--- src/rtl/inv_round_key_store_pkg.sv ---
// Shared constants for the AES-128 inverse round-key store.
// Holds round count, key width, FSM encoding, Rcon and S-box tables.
package inv_round_key_store_pkg;

    localparam int NR = 10;
    localparam int KW = 128;
    localparam int NK = NR + 1;

    localparam logic [3:0] NR4 = 4'(NR);

    localparam logic [1:0] ST_EMPTY  = 2'd0;
    localparam logic [1:0] ST_EXPAND = 2'd1;
    localparam logic [1:0] ST_READY  = 2'd2;

    typedef enum logic [1:0] {
        EMPTY  = ST_EMPTY,
        EXPAND = ST_EXPAND,
        READY  = ST_READY
    } state_t;

    // Rcon for entry i (1..10); the sequencer owns sequencing,
    // this table is the reference it is expected to follow.
    function automatic logic [7:0] rcon_byte(input logic [3:0] i);
        logic [7:0] r;
        r = 8'h00;
        unique case (i)
            4'd1:    r = 8'h01;
            4'd2:    r = 8'h02;
            4'd3:    r = 8'h04;
            4'd4:    r = 8'h08;
            4'd5:    r = 8'h10;
            4'd6:    r = 8'h20;
            4'd7:    r = 8'h40;
            4'd8:    r = 8'h80;
            4'd9:    r = 8'h1b;
            4'd10:   r = 8'h36;
            default: r = 8'h00;
        endcase
        return r;
    endfunction

    localparam logic [7:0] SBOX [256] = '{
        8'h63, 8'h7c, 8'h77, 8'h7b, 8'hf2, 8'h6b, 8'h6f, 8'hc5,
        8'h30, 8'h01, 8'h67, 8'h2b, 8'hfe, 8'hd7, 8'hab, 8'h76,
        8'hca, 8'h82, 8'hc9, 8'h7d, 8'hfa, 8'h59, 8'h47, 8'hf0,
        8'had, 8'hd4, 8'ha2, 8'haf, 8'h9c, 8'ha4, 8'h72, 8'hc0,
        8'hb7, 8'hfd, 8'h93, 8'h26, 8'h36, 8'h3f, 8'hf7, 8'hcc,
        8'h34, 8'ha5, 8'he5, 8'hf1, 8'h71, 8'hd8, 8'h31, 8'h15,
        8'h04, 8'hc7, 8'h23, 8'hc3, 8'h18, 8'h96, 8'h05, 8'h9a,
        8'h07, 8'h12, 8'h80, 8'he2, 8'heb, 8'h27, 8'hb2, 8'h75,
        8'h09, 8'h83, 8'h2c, 8'h1a, 8'h1b, 8'h6e, 8'h5a, 8'ha0,
        8'h52, 8'h3b, 8'hd6, 8'hb3, 8'h29, 8'he3, 8'h2f, 8'h84,
        8'h53, 8'hd1, 8'h00, 8'hed, 8'h20, 8'hfc, 8'hb1, 8'h5b,
        8'h6a, 8'hcb, 8'hbe, 8'h39, 8'h4a, 8'h4c, 8'h58, 8'hcf,
        8'hd0, 8'hef, 8'haa, 8'hfb, 8'h43, 8'h4d, 8'h33, 8'h85,
        8'h45, 8'hf9, 8'h02, 8'h7f, 8'h50, 8'h3c, 8'h9f, 8'ha8,
        8'h51, 8'ha3, 8'h40, 8'h8f, 8'h92, 8'h9d, 8'h38, 8'hf5,
        8'hbc, 8'hb6, 8'hda, 8'h21, 8'h10, 8'hff, 8'hf3, 8'hd2,
        8'hcd, 8'h0c, 8'h13, 8'hec, 8'h5f, 8'h97, 8'h44, 8'h17,
        8'hc4, 8'ha7, 8'h7e, 8'h3d, 8'h64, 8'h5d, 8'h19, 8'h73,
        8'h60, 8'h81, 8'h4f, 8'hdc, 8'h22, 8'h2a, 8'h90, 8'h88,
        8'h46, 8'hee, 8'hb8, 8'h14, 8'hde, 8'h5e, 8'h0b, 8'hdb,
        8'he0, 8'h32, 8'h3a, 8'h0a, 8'h49, 8'h06, 8'h24, 8'h5c,
        8'hc2, 8'hd3, 8'hac, 8'h62, 8'h91, 8'h95, 8'he4, 8'h79,
        8'he7, 8'hc8, 8'h37, 8'h6d, 8'h8d, 8'hd5, 8'h4e, 8'ha9,
        8'h6c, 8'h56, 8'hf4, 8'hea, 8'h65, 8'h7a, 8'hae, 8'h08,
        8'hba, 8'h78, 8'h25, 8'h2e, 8'h1c, 8'ha6, 8'hb4, 8'hc6,
        8'he8, 8'hdd, 8'h74, 8'h1f, 8'h4b, 8'hbd, 8'h8b, 8'h8a,
        8'h70, 8'h3e, 8'hb5, 8'h66, 8'h48, 8'h03, 8'hf6, 8'h0e,
        8'h61, 8'h35, 8'h57, 8'hb9, 8'h86, 8'hc1, 8'h1d, 8'h9e,
        8'he1, 8'hf8, 8'h98, 8'h11, 8'h69, 8'hd9, 8'h8e, 8'h94,
        8'h9b, 8'h1e, 8'h87, 8'he9, 8'hce, 8'h55, 8'h28, 8'hdf,
        8'h8c, 8'ha1, 8'h89, 8'h0d, 8'hbf, 8'he6, 8'h42, 8'h68,
        8'h41, 8'h99, 8'h2d, 8'h0f, 8'hb0, 8'h54, 8'hbb, 8'h16
    };

endpackage

--- src/rtl/inv_round_key_store_if.sv ---
// Sequencer <-> key store bus: key load, Rcon, expansion control, read.
// master = sequencer side, slave = inv_round_key_store.
interface inv_round_key_store_if;
    import inv_round_key_store_pkg::*;

    logic [KW-1:0] key_in;
    logic [31:0]   key_RC;
    logic          ex_start;
    logic          mux3_sel;
    logic [3:0]    rd_sel;
    logic [KW-1:0] round_key;
    logic          keys_ready;

    modport master (
        output key_in,
        output key_RC,
        output ex_start,
        output mux3_sel,
        output rd_sel,
        input  round_key,
        input  keys_ready
    );

    modport slave (
        input  key_in,
        input  key_RC,
        input  ex_start,
        input  mux3_sel,
        input  rd_sel,
        output round_key,
        output keys_ready
    );

endinterface

--- src/rtl/inv_round_key_store_sbox.sv ---
// Combinational forward AES S-box, one byte.
// Ports: a = input byte, y = substituted byte.
module aes_sbox
    import inv_round_key_store_pkg::*;
(
    input  logic [7:0] a,
    output logic [7:0] y
);

    assign y = SBOX[a];

endmodule

--- src/rtl/inv_round_key_store.sv ---
// AES-128 key expansion plus 11-entry round-key buffer read in reverse.
// Ports: clk, reset_n (sync, active-low), bus (slave: key/Rcon/ctl in, key out).
module inv_round_key_store
    import inv_round_key_store_pkg::*;
(
    input  logic                 clk,
    input  logic                 reset_n,
    inv_round_key_store_if.slave bus
);

    logic [KW-1:0] key_mem [NK];

    state_t        state;
    state_t        state_nx;
    logic [3:0]    wr_idx;
    logic          kr_q;
    logic [KW-1:0] rk_q;

    logic          restart;
    logic          expand_we;
    logic [3:0]    prev_idx;
    logic [3:0]    rd_idx;
    logic [KW-1:0] prev;
    logic [KW-1:0] next_key;
    logic [31:0]   w0;
    logic [31:0]   w1;
    logic [31:0]   w2;
    logic [31:0]   w3;
    logic [31:0]   rot;
    logic [31:0]   sub;
    logic [31:0]   t;
    logic [31:0]   n0;
    logic [31:0]   n1;
    logic [31:0]   n2;
    logic [31:0]   n3;

    // Restart outranks expansion in every state.
    assign restart = bus.ex_start && !bus.mux3_sel;

    always_comb begin
        state_nx  = state;
        expand_we = 1'b0;
        if (restart) begin
            state_nx = EXPAND;
        end else if (bus.ex_start && bus.mux3_sel) begin
            unique case (state)
                EXPAND: begin
                    if (wr_idx <= NR4) begin
                        expand_we = 1'b1;
                        if (wr_idx == NR4) begin
                            state_nx = READY;
                        end
                    end
                end
                default: begin
                    // EMPTY has no entry 0; READY is write-protected.
                    expand_we = 1'b0;
                end
            endcase
        end
    end

    always_ff @(posedge clk) begin
        if (!reset_n) begin
            state <= EMPTY;
        end else begin
            state <= state_nx;
        end
    end

    always_ff @(posedge clk) begin
        if (!reset_n) begin
            wr_idx <= 4'd0;
        end else if (restart) begin
            wr_idx <= 4'd1;
        end else if (expand_we) begin
            wr_idx <= wr_idx + 4'd1;
        end
    end

    // keys_ready trails the READY state by one cycle; restart drops it at once.
    always_ff @(posedge clk) begin
        if (!reset_n) begin
            kr_q <= 1'b0;
        end else if (restart) begin
            kr_q <= 1'b0;
        end else begin
            kr_q <= (state == READY);
        end
    end

    // One schedule step from the previous entry.
    assign prev_idx = wr_idx - 4'd1;
    assign prev     = key_mem[prev_idx];
    assign w0       = prev[127:96];
    assign w1       = prev[95:64];
    assign w2       = prev[63:32];
    assign w3       = prev[31:0];
    assign rot      = {w3[23:0], w3[31:24]};

    for (genvar g = 0; g < 4; g++) begin : g_sub
        aes_sbox u_sbox (
            .a (rot[8*g +: 8]),
            .y (sub[8*g +: 8])
        );
    end

    assign t        = sub ^ bus.key_RC;
    assign n0       = w0 ^ t;
    assign n1       = n0 ^ w1;
    assign n2       = n1 ^ w2;
    assign n3       = n2 ^ w3;
    assign next_key = {n0, n1, n2, n3};

    // Storage is not reset; it is masked by keys_ready on the read side.
    always_ff @(posedge clk) begin
        if (reset_n) begin
            if (restart) begin
                key_mem[0] <= bus.key_in;
            end else if (expand_we) begin
                key_mem[wr_idx] <= next_key;
            end
        end
    end

    // Reads see the pre-edge contents: no write bypass.
    assign rd_idx = NR4 - bus.rd_sel;

    always_ff @(posedge clk) begin
        if (!reset_n) begin
            rk_q <= '0;
        end else if (!kr_q || (bus.rd_sel > NR4)) begin
            rk_q <= '0;
        end else begin
            rk_q <= key_mem[rd_idx];
        end
    end

    assign bus.round_key  = rk_q;
    assign bus.keys_ready = kr_q;

endmodule

--- src/flat_wrapper.sv ---
// flat-port wrapper written by rule: the top's interface ports become plain ports
module inv_round_key_store_flat import inv_round_key_store_pkg::*;
  (clk, reset_n, bus_key_in, bus_key_RC, bus_ex_start, bus_mux3_sel, bus_rd_sel, bus_round_key, bus_keys_ready);
  inv_round_key_store_if bus_i ();
  input  logic clk;
  input  logic reset_n;
  input wire logic [$bits(bus_i.key_in)-1:0] bus_key_in;
  input wire logic [$bits(bus_i.key_RC)-1:0] bus_key_RC;
  input wire logic [$bits(bus_i.ex_start)-1:0] bus_ex_start;
  input wire logic [$bits(bus_i.mux3_sel)-1:0] bus_mux3_sel;
  input wire logic [$bits(bus_i.rd_sel)-1:0] bus_rd_sel;
  output wire logic [$bits(bus_i.round_key)-1:0] bus_round_key;
  output wire logic [$bits(bus_i.keys_ready)-1:0] bus_keys_ready;
  assign bus_i.key_in = bus_key_in;
  assign bus_i.key_RC = bus_key_RC;
  assign bus_i.ex_start = bus_ex_start;
  assign bus_i.mux3_sel = bus_mux3_sel;
  assign bus_i.rd_sel = bus_rd_sel;
  assign bus_round_key = bus_i.round_key;
  assign bus_keys_ready = bus_i.keys_ready;
  inv_round_key_store u_core (.clk(clk), .reset_n(reset_n), .bus(bus_i));
endmodule
--- config.mk ---
export PLATFORM = sky130hd
export DESIGN_NAME = inv_round_key_store_flat
export DESIGN_NICKNAME = d
export VERILOG_FILES = /design/src/rtl/inv_round_key_store_pkg.sv /design/src/rtl/inv_round_key_store_if.sv /design/src/rtl/inv_round_key_store_sbox.sv /design/src/rtl/inv_round_key_store.sv /design/src/flat_wrapper.sv
export SDC_FILE = /design/constraint.sdc
export NUM_CORES = 2
export LEC_CHECK = 0
export CORE_ASPECT_RATIO = 1.2
export CORE_MARGIN = 2
export CORE_UTILIZATION = 60
export DETAILED_ROUTE_END_ITERATION = 6
export GPL_TIMING_DRIVEN = 0
export PLACE_DENSITY_LB_ADDON = 0.08
export SYNTH_ARGS = -nofsm -noshare
export SYNTH_HDL_FRONTEND = slang
export SYNTH_SLANG_ARGS = --single-unit
--- constraint.sdc ---
create_clock -name clk -period 17.8 [get_ports clk]
set_input_delay 3.56 -clock clk [delete_from_list [all_inputs] [get_ports clk]]
set_output_delay 3.56 -clock clk [all_outputs]
set_load 0.01 [all_outputs]
==> results of run 1 <==
metal layers:
layer | track usage, % | GRT overflow
met4 | 86.1 | 356
met1 | 86.2 | 150
met2 | 96.4 | 491
met5 | 65.6 | 18
met3 | 82.3 | 126
per-stage QoR:
step                      std cells  cell area (sq um)  utilization, %  setup TNS [ns]
after floorplan                7172              87600               -               0
after global placement         9405              92900            64.1        -1235.15
after detailed placement       9472              94300            65.1               0
after CTS                      9741              99100            68.4               0
cells by family after synthesis:
logic type	count (synthesis)
buffers and inverters	702
adders and majority gates	61
and+or+nand+nor	1813
DFF	1543
AOI/OAI and AO/OA	1868
xor gates and xnor gates	189
muxes	996
==> results.py, run 1 <==
metrics = {
    "synthesis": {
        "synth-async-reset-ratio_pct": 0,
        "synth-seq-cells": 1543,
        "synth_cells": 7172,
        "synth_simple_gate_area_share_pct": 9.10,
        "synth_edf_count": 1408,
        "synthXorXnorAreaFrac_pct": 2.30,
        "synth_mux_area_share_pct": 18.3,
        "synth_commonest_cells": "edfxtp_1, nor2_1, nand2_1, a21oi_1, mux2i_1",
        "synthFlopType": "edfxtp_1",
        "yosysSeqAreaShare_pct": 51.4,
        "yosysMostFrequentCell": "edfxtp_1",
        "synth_compound_area_share_pct": 14.4,
        "yosys.area.top_type_share_pct": 48.3,
        "synth_top_area_cell": "edfxtp_1",
        "avgSynthCellArea_sq_um": 12.2,
        "ys_warn_count": 0,
        "synth_top_family_by_area": "multiplexers",
        "syn_nets": 7400,
        "synth_area_leaders": "edfxtp_1, mux4_2, mux2i_1, dfxtp_1, a21oi_1",
        "syn-cell-area_sq_um": 87600,
        "ys_types": 105,
        "synthAdderAreaFrac_pct": 0.869,
    },
    "clock_network": {
        "cts_resized": 0,
        "holdBufCountCts": 0,
        "cts-buffers-inserted": 145,
        "htreeDepth": 4,
        "clk_path_buf_depth": 3,
        "cts_sinks": 1543,
        "postCtsSetupRepairBufs": 0,
        "root_buffer": "clkbuf_16",
    },
    "placed_design": {
        "portBuffers": 296,
        "place_ws_ns": 5.61,
        "routabilityCongestion": 1.13,
        "hpwl_um": 353000,
    },
    "grt": {
        "grt_max_degree": 50,
        "grt_pass1_vias": 101000,
        "grt.total_usage_pct": 87.7,
        "grt_pass1_wl_um": 918000,
        "overflow": 1141,
    },
    "floorplanning": {
        "io_pins": 297,
        "die_w_um": 353,
        "start_util_pct": 60.4,
        "die_h_um": 422,
        "rows": 153,
    },
    "status": {
        "flow.stopped_at": "global routing (5_1_grt)",
        "tool.error": "[ERROR GRT-0116] Global routing finished with congestion. Check the congestion regions in the DRC Viewer.",
        "status": "aborted with a tool error",
    },
}
==> run 2: changes to the inputs <==
Settings changed: CORE_ASPECT_RATIO 1.2 to unset, CORE_UTILIZATION 60 to 40, PLACE_DENSITY_LB_ADDON 0.08 to 0.15.
==> run 2 against run 1 <==
  * The flow now finishes, with violations (design-rule violations, max-capacitance violations, max-slew violations)
  * Synthesized cell count stayed put
  * Area after synthesis stayed put
==> results.py, run 2 <==
metrics = {
    "status": {
        "status": "finished, violations left",
        "failed_checks": "design-rule violations, max-capacitance violations, max-slew violations",
    },
    "worst_setup_path": {
        "startpoint_type": "flop",
        "critPathMaxFanout": 15,
        "crit_top_cell": "buf_2",
        "required_ns": 18.30,
        "arrival_ns": 13.44,
        "critPathTopFamily": "buffers and inverters",
        "crit_path_max_incr_delay_ns": 1.17,
        "worstSetupPathType": "flop to flop",
        "crit_slowest_cell": "buf_1",
        "worstSetupEndpointType": "flop",
        "path_buf_inv": 10,
    },
    "placed_design": {
        "routabilityCongestion": 1.02,
        "hpwl_um": 377000,
        "dp.cells": 10400,
        "place_ws_ns": 5.62,
        "portBuffers": 296,
    },
    "sta": {
        "finalMaxSlewViolations": 372,
        "relSlewSlack_pct": -14.9,
        "setup_violations": 0,
        "tightest_slew_ns": 1.72,
        "period_share_pct": 72.7,
        "period_needed_ns": 12.94,
        "rsz0062_at_grt": "no",
        "hold_viol_final": 0,
        "fin_hold_ws_ns": 0.506,
        "fin_ws_ns": 4.86,
        "skew_ns": 0.0779,
        "fmax_ghz": 0.0773,
    },
    "flow_run": {
        "maxCapViolCount": 43,
    },
    "synthesis": {
        "yosysSeqAreaShare_pct": 51.4,
        "synth_edf_count": 1408,
        "ys_types": 105,
        "synth-seq-cells": 1543,
        "synthFlopType": "edfxtp_1",
        "synth_top_area_cell": "edfxtp_1",
        "syn_nets": 7400,
        "synth_area_leaders": "edfxtp_1, mux4_2, mux2i_1, dfxtp_1, a21oi_1",
        "syn-cell-area_sq_um": 87600,
        "ys_warn_count": 0,
        "synth-async-reset-ratio_pct": 0,
        "synth_cells": 7172,
        "synth_commonest_cells": "edfxtp_1, nor2_1, nand2_1, a21oi_1, mux2i_1",
        "yosys.area.top_type_share_pct": 48.3,
        "yosysMostFrequentCell": "edfxtp_1",
        "avgSynthCellArea_sq_um": 12.2,
    },
    "floorplanning": {
        "die_h_um": 472,
        "io_pins": 297,
        "start_util_pct": 40.3,
        "die_w_um": 472,
        "fp.dieArea_sq_um": 223000,
        "core_area_sq_um": 217000,
        "rows": 171,
    },
    "clock_network": {
        "cts_sinks": 1543,
        "holdBufCountCts": 0,
        "postCtsSetupRepairBufs": 0,
        "htreeDepth": 4,
        "clock_latency_ns": 0.91,
        "clk_path_buf_depth": 3,
        "cts_resized": 0,
        "cts-buffers-inserted": 169,
        "clk_pin_slew_ns": 0.06,
        "cts_tree": "done",
        "root_buffer": "clkbuf_16",
    },
    "route": {
        "drc": 2,
        "firstDrtPassIters": 7,
        "top_layer_used": "met5",
        "wl_per_cell_um": 49.2,
        "ant_nets": 0,
        "dr_wl_met2_um": 217000,
        "initialDrtViolationCount": 14900,
        "routed_wl_um": 529000,
        "vias_per_cell": 7.39,
        "drt-met1-wl_um": 180000,
        "vias": 79500,
        "wl_met3_um": 78700,
    },
    "layout": {
        "mostFrequentLayoutCell": "edfxtp_1",
        "top_register": "u_core.key_mem",
        "syn_to_final_growth_pct": 16.4,
        "largest_reg_flops": 1408,
        "drive_above_1_share_pct": 16.6,
        "finalNetCount": 7969,
        "final_cell_mix": "edfxtp_1, nor2_1, nand2_1",
        "instances_no_fill": 10800,
    },
    "grt": {
        "grt_max_degree": 45,
        "grt_pass1_wl_um": 687000,
        "overflow": 0,
        "grt.total_usage_pct": 46.2,
        "antenna_found_initial": 38,
        "grt_pass1_vias": 73400,
    },
    "worst_hold_path": {
        "hp-class": "flop to flop",
    },
    "pwr": {
        "peakVddDrop_uv": 122,
        "p_per_area_nw_per_um2": 111,
        "leakage_uw": 0.0341,
    },
}
run 2: cell counts after synthesis:
No cell type changed its count.
run 2: layout make-up:
| class | instances | area (sq um) |
|---|---|---|
| diodes | 18 | 45.0 |
| fillers | 19800 | 115000 |
| plain buffers | 653 | 3120 |
| flip-flops and latches | 1543 | 45000 |
| clock buffers | 238 | 4810 |
| well taps | 2854 | 3570 |
| inverters | 49 | 184 |
| multi-input cells | 4927 | 39700 |
| repair buffers | 398 | 4640 |
| clock inverters | 75 | 933 |
run 2: routing by layer:
layer | vias to the layer above | GRT usage [%]
met5 | - | 0.541
met4 | 14 | 36.2
met3 | 2000 | 17.1
met2 | 7957 | 65.7
met1 | 39900 | 56.4
li1 | 29600 | -
run 2: kinds of logic after synthesis:
logic type                 count (synthesis)  share of synthesized area (%)
xor gates and xnor gates                 189                           2.30
muxes                                    996                           18.3
adders and majority gates                 61                          0.869
buffers and inverters                    702                           3.67
AOI/OAI and AO/OA                       1868                           14.4
and+or+nand+nor                         1813                           9.10
DFF                                     1543                           51.4
run 2: worst paths after layout:
check / from / endpoint / slack (ns) / cells past startpoint
worst max register to register: u_core.wr_idx[0] / u_core.key_mem[10][49] / 4.86 / 26
worst min register to register: u_core.state[1] / u_core.bus.keys_ready / 0.51 / 1
worst max-delay path: u_core.wr_idx[0] / u_core.key_mem[10][49] / 4.86 / 26
worst min-delay path: u_core.state[1] / u_core.bus.keys_ready / 0.51 / 1
run 2: power by group:
group          leakage, uW  switching [uW]  total [uW]  internal [uW]
clock network      0.00277            1620        3660           2040
logic               0.0175            2680        3620            937
registers           0.0138            5.42        3990           3990
run 2: metrics by stage:
stage / util, % / setup TNS (ns) / area (sq um) / total power [uW]
3_5_place_dp: 44.2 / 0 / 96000 / 7410
5_1_grt: 46.9 / 0 / 102000 / 11300
4_1_cts: 46.8 / 0 / 102000 / 11000
2_1_floorplan: - / 0 / 87600 / 5730
6_report: 46.9 / 0 / 102000 / 11300
3_3_place_gp: 43.3 / -1910.78 / 94100 / 7410
No activity file was read; power rests on OpenSTA's default activity.
